===== config.mk =====
export PLATFORM = sky130hd
export DESIGN_NAME = fifo_sync_ctrl
export DESIGN_NICKNAME = d
export VERILOG_FILES = /design/src/rtl/fifo_pkg.sv /design/src/rtl/fifo_ptr_cnt.sv /design/src/rtl/fifo_sync_ctrl.sv
export SDC_FILE = /design/constraint.sdc
export NUM_CORES = 1
export LEC_CHECK = 0
export ABC_AREA = 0
export CAP_MARGIN = 20
export CORE_MARGIN = 10
export CORE_UTILIZATION = 50
export DETAILED_ROUTE_END_ITERATION = 10
export DONT_BUFFER_PORTS = 1
export PLACE_DENSITY = 0.62
export SYNTH_ARGS = -nofsm -noshare
export SYNTH_HDL_FRONTEND = slang
export SYNTH_SLANG_ARGS = --single-unit
export TNS_END_PERCENT = 5

===== constraint.sdc =====
create_clock -name clk -period 2.5 [get_ports clk]
set_input_delay 0.375 -clock clk [delete_from_list [all_inputs] [get_ports clk]]
set_output_delay 0.375 -clock clk [all_outputs]
set_load 0.02 [all_outputs]

===== src/rtl/fifo_pkg.sv =====
// Shared constants and elaboration helpers for the synchronous FIFO control stage.
package fifo_pkg;

  localparam int unsigned DEF_ADDR_WIDTH   = 4;
  localparam int unsigned DEF_AFULL_MARGIN = 2;
  localparam int unsigned DEF_AEMPTY_TH    = 2;

  function automatic int unsigned clog2(input int unsigned value);
    int unsigned result;
    result = 0;
    while ((64'd1 << result) < 64'(value)) result++;
    return result;
  endfunction

  function automatic int unsigned depth_of(input int unsigned addr_width);
    return 32'd1 << addr_width;
  endfunction

  // Pointers carry one extra wrap bit above the RAM address.
  function automatic int unsigned ptr_width(input int unsigned addr_width);
    return addr_width + 1;
  endfunction

endpackage


===== src/rtl/fifo_ptr_cnt.sv =====
// One FIFO pointer with a wrap bit; advances on inc and exposes the RAM address bits.
module fifo_ptr_cnt
  import fifo_pkg::*;
#(
  parameter int unsigned ADDR_WIDTH = DEF_ADDR_WIDTH
) (
  input  logic                  clk,
  input  logic                  rst,
  input  logic                  inc,
  output logic [ADDR_WIDTH-1:0] addr
);

  localparam int unsigned PTR_W = ptr_width(ADDR_WIDTH);

  logic [PTR_W-1:0] ptr;

  always_ff @(posedge clk or posedge rst) begin
    if (rst) begin
      ptr <= '0;
    end else if (inc) begin
      ptr <= ptr + PTR_W'(1);
    end
  end

  assign addr = ptr[ADDR_WIDTH-1:0];

endmodule


===== src/rtl/fifo_sync_ctrl.sv =====
// Single-clock FIFO control: pointers, RAM write enable/addresses, occupancy, flags, error pulses.
module fifo_sync_ctrl
  import fifo_pkg::*;
#(
  parameter int unsigned ADDR_WIDTH = DEF_ADDR_WIDTH,
  parameter int unsigned RD_LATENCY = 0,
  parameter int unsigned AFULL_TH   = (2 ** ADDR_WIDTH) - DEF_AFULL_MARGIN,
  parameter int unsigned AEMPTY_TH  = DEF_AEMPTY_TH
) (
  input  logic                  clk,
  input  logic                  rst,
  input  logic                  wr_en,
  input  logic                  rd_en,
  output logic                  ram_wr_en,
  output logic [ADDR_WIDTH-1:0] ram_wr_addr,
  output logic [ADDR_WIDTH-1:0] ram_rd_addr,
  output logic                  rd_ack,
  output logic                  rd_valid,
  output logic                  full,
  output logic                  empty,
  output logic                  almost_full,
  output logic                  almost_empty,
  output logic [ADDR_WIDTH:0]   count,
  output logic                  overflow,
  output logic                  underflow
);

  localparam int unsigned DEPTH = depth_of(ADDR_WIDTH);
  localparam int unsigned CNT_W = clog2(DEPTH) + 1;

  logic             push;
  logic             pop;
  logic [CNT_W-1:0] count_next;

  // Acceptance is judged against the registered flags only.
  assign push      = wr_en & ~full;
  assign pop       = rd_en & ~empty;
  assign ram_wr_en = push;
  assign rd_ack    = pop;

  fifo_ptr_cnt #(.ADDR_WIDTH(ADDR_WIDTH)) u_wr_ptr (
    .clk  (clk),
    .rst  (rst),
    .inc  (push),
    .addr (ram_wr_addr)
  );

  fifo_ptr_cnt #(.ADDR_WIDTH(ADDR_WIDTH)) u_rd_ptr (
    .clk  (clk),
    .rst  (rst),
    .inc  (pop),
    .addr (ram_rd_addr)
  );

  always_comb begin
    count_next = count;
    if (push && !pop) begin
      count_next = count + CNT_W'(1);
    end else if (pop && !push) begin
      count_next = count - CNT_W'(1);
    end
  end

  // Flags derive from count_next so they line up with count one cycle after the accepting edge.
  always_ff @(posedge clk or posedge rst) begin
    if (rst) begin
      count        <= '0;
      full         <= 1'b0;
      empty        <= 1'b1;
      almost_full  <= 1'b0;
      almost_empty <= 1'b1;
      overflow     <= 1'b0;
      underflow    <= 1'b0;
    end else begin
      count        <= count_next;
      full         <= (count_next == CNT_W'(DEPTH));
      empty        <= (count_next == CNT_W'(0));
      almost_full  <= (count_next >= CNT_W'(AFULL_TH));
      almost_empty <= (count_next <= CNT_W'(AEMPTY_TH));
      overflow     <= wr_en & full;
      underflow    <= rd_en & empty;
    end
  end

  if (RD_LATENCY == 0) begin : g_rd_comb
    assign rd_valid = rd_ack;
  end else begin : g_rd_reg
    // The RAM output register captures the pre-increment address, so valid trails ack by one.
    always_ff @(posedge clk or posedge rst) begin
      if (rst) begin
        rd_valid <= 1'b0;
      end else begin
        rd_valid <= rd_ack;
      end
    end
  end

endmodule


==> summary.md <==
| Metric | Value |
|---|---|
| Number of max-cap violations | `0` |
| CTS-repair resized insts | `0` |
| Max Fclk | `537 MHz` |
| Yosys reg bits | `19` |
| Post-synth top area share | `0.438` |
| R2r setup slk | `0.64 ns` |
| XOR/XNOR Fraction of Synth Area | `0.113` |
| Die width | `64.1 um` |
| Actual slew at the worst max-slew pin | `0.691 ns` |
| Max FO, Critical Path | `9` |
| Multiplexer area fraction after synthesis | `0` |
| Post-synth EDFFs | `0` |
| Pleak | `0.000435 uW` |
| Share of layout cells above drive strength 1 | `0.232` |
| Avg Vias per Cell | `5.37` |
| HPWL Detailed | `1.33 mm` |
| Overall Global Routing Usage | `0.0888` |
| Vias in the first global route | `604` |
| Gpl congestion | `0.728` |
| Largest cells by area after synthesis | `dfrtp_1 (44%), xnor2_1 (6.3%), dfstp_2 (5.4%)` |
| Die area | `0.00411 mm2` |
| Post-CTS Setup Inserts | `0` |
| Cell Area, Synth | `972 um2` |
| Final min period | `1.86 ns` |
| Largest net degree at the start of global routing | `20` |
| Hold crit path type | `input pin to asynchronous set/reset pin` |
| Routed vias | `575` |
| H-tree depth | `1` |
| Final Routed Wirelength | `1.69 mm` |
| ANT cells | `0` |
| Critical path class | `register to register` |
| Die Span Y | `64.1 um` |
| CP Capture Type | `register` |
| Crit path required time | `2.69 ns` |
| WP data arrival | `2.05 ns` |
| Sequential area share after synthesis | `0.492` |
| Nets@finish | `91` |
| Core Area | `0.00178 mm2` |
| Total grt overflow | `0` |
| Final Setup Violations | `0` |
| Number of hold buffers added after cts | `0` |
| Post-route core utilization | `0.562` |
| DR iter-0 viols | `20` |
| Top Ports | `26` |
| FP Rows | `15` |
| Clock-pin slew on the worst setup and hold paths | `0.10 ns` |
| Compound-Gate Fraction of Synth Area | `0.0940` |
| FFs w/ async S/R, synth | `1.00` |
| Worst Reg2Reg Path Length in Cells | `7` |
| FF-to-FF End | `almost_empty$_DFF_PP1_` |
| Cell Pwr Density | `1430 mW/mm2` |
| Routed len/inst | `15.8 um` |
| Syn nets | `88` |
| Setup TNS | `0 ns` |
| Clk root buf | `clkbuf_4` |
| Mean Syn Cell Area | `12.2 um2` |
| Yosys Warn Count | `0` |
| Synth area leader | `dfrtp_1` |
| Slew Limit Fails | `0` |
| Clock Path Buffers | `2` |
| Inserted Clock Buffers | `3` |
| Reg-to-Reg Start | `empty$_DFF_PP1_` |
| Final Hold Vio Count | `0` |
| Max Clock Skew | `0.00476 ns` |
| Final Cycle Share | `0.745` |
| Main combinational cell family by area after synthesis | `simple AND/OR/NAND/NOR gates` |
| I/O Buffers | `0` |
| RSZ-0062 raised after global routing | `false` |
| Post-Synth Adder-Cell Area | `0.0515` |
| Predominant post-synthesis flop cell | `dfrtp_1` |
| Distinct cells, synth | `31` |
| Worst relative slew slack | `0.539` |
| Synth-to-layout area growth | `3.09%` |
| Status | `finished, final reports clean` |
| Initial core utilization | `0.545` |
| CP startpoint kind | `register` |
| CTS tree | `done` |
| Post-route ant nets | `0` |
| Clk_lat worst skew | `0.29 ns` |
| DRC Markers | `0` |
| CTS Sinks | `19` |
| Syn Inst Count | `80` |
| Worst vdd ir | `0.682 mV` |
| Initial antenna violation count | `0` |
| Synth Area in Simple Gates | `0.188` |
| Number of detailed-routing iterations run before antenna repair | `4` |
| Global-route wire length before repair | `3.02 mm` |
## report_power, final
group          internal [uW]  leakage, uW  switching [uW]
Clock                   62.1    0.0000150            87.1
Combinational            223     0.000191             280
Sequential               449     0.000229             337
Total                    734     0.000435             703
## synthesized netlist by cell type (all sizes together), types with 2 or more instances
library cell,number
o21ai,4
ha,4
nor2,4
dfstp,2
inv,6
nand3,3
nor4,3
and2,2
nand4,3
xnor2,9
dfrtp,17
nand2b,2
buf,2
nand2,11
## area by class of cell
class,count,area (um2)
fillers,168,781
flip-flops and latches,19,478
multi-input cells,53,434
inverters,6,32.5
well taps,25,31.3
clock buffers,4,26.3
## placed cells by master (no fill, tap or decap), drive strengths merged
| cell | count |
|---|---|
| nand4 | 3 |
| and2 | 2 |
| a21oi | 1 |
| nor4 | 3 |
| xor2 | 1 |
| or3 | 1 |
| nand3 | 3 |
| a2111oi | 1 |
| nor2 | 4 |
| xnor2 | 9 |
| a21boi | 1 |
| o22ai | 1 |
| ha | 4 |
| o211ai | 1 |
| nand2b | 2 |
| dfstp | 2 |
| o21ai | 4 |
| dfrtp | 17 |
| a31o | 1 |
| nand2 | 11 |
| clkbuf | 4 |
| inv | 6 |
## metrics by stage
stage / instance area [um2] / power, uW / hold slack (ns) / setup WS, ns / std cells
detailed placement: 976 / 1310 / 0.417 / 0.645 / 103
global route: 1000 / 1560 / 0.113 / 0.523 / 107
CTS: 1000 / 1460 / 0.0933 / 0.618 / 107
floorplan: 972 / 1200 / 0.325 / 0.789 / 80
global placement: 976 / 1300 / 0.407 / 0.662 / 103
finish: 1000 / 1440 / 0.0639 / 0.639 / 107
## logic make-up (layout without fill, tap and decap cells)
family          count (synthesis)  in the layout
simple gates                   29             29
flops                          19             19
compound gates                 10             10
xor+xnor                       10             10
buf+inv                         8             10
fa+ha+maj                       4              4
## worst max-delay path, stage by stage (launching register included)
cell and delay [ns]:
dfstp_2 0.61, nand2b_4 0.23, inv_4 0.12, nand4_1 0.12, o21ai_2 0.08, xnor2_2 0.15, inv_1 0.11, a2111oi_2 0.34
## registers in the layout (all words and copies together) (netlist names)
register and count:
almost_empty 1, empty 1, u_wr_ptr.ptr 4, full 1, almost_full 1, count 5
u_rd_ptr.ptr 4, underflow 1, overflow 1
## worst max path at each step
stage / from / end / slack (ns) / cells past startpoint
2_1_floorplan: full$_DFF_PP0_ / almost_empty$_DFF_PP1_ / 0.79 / 8
3_3_place_gp: empty$_DFF_PP1_ / almost_empty$_DFF_PP1_ / 0.66 / 7
3_5_place_dp: empty$_DFF_PP1_ / almost_empty$_DFF_PP1_ / 0.64 / 7
4_1_cts: empty$_DFF_PP1_ / almost_empty$_DFF_PP1_ / 0.62 / 7
5_1_grt: empty$_DFF_PP1_ / almost_empty$_DFF_PP1_ / 0.52 / 7
6_report: empty$_DFF_PP1_ / almost_empty$_DFF_PP1_ / 0.64 / 7
## routing by layer
layer | up-vias | wire [um] | GRT usage
met5 | - | 0 | 0
met3 | 4 | 198 | 0.0505
met4 | 0 | 26 | 0.0348
li1 | 276 | - | -
met1 | 275 | 664 | 0.0976
met2 | 20 | 797 | 0.139
No activity file was read; power rests on OpenSTA's default activity.
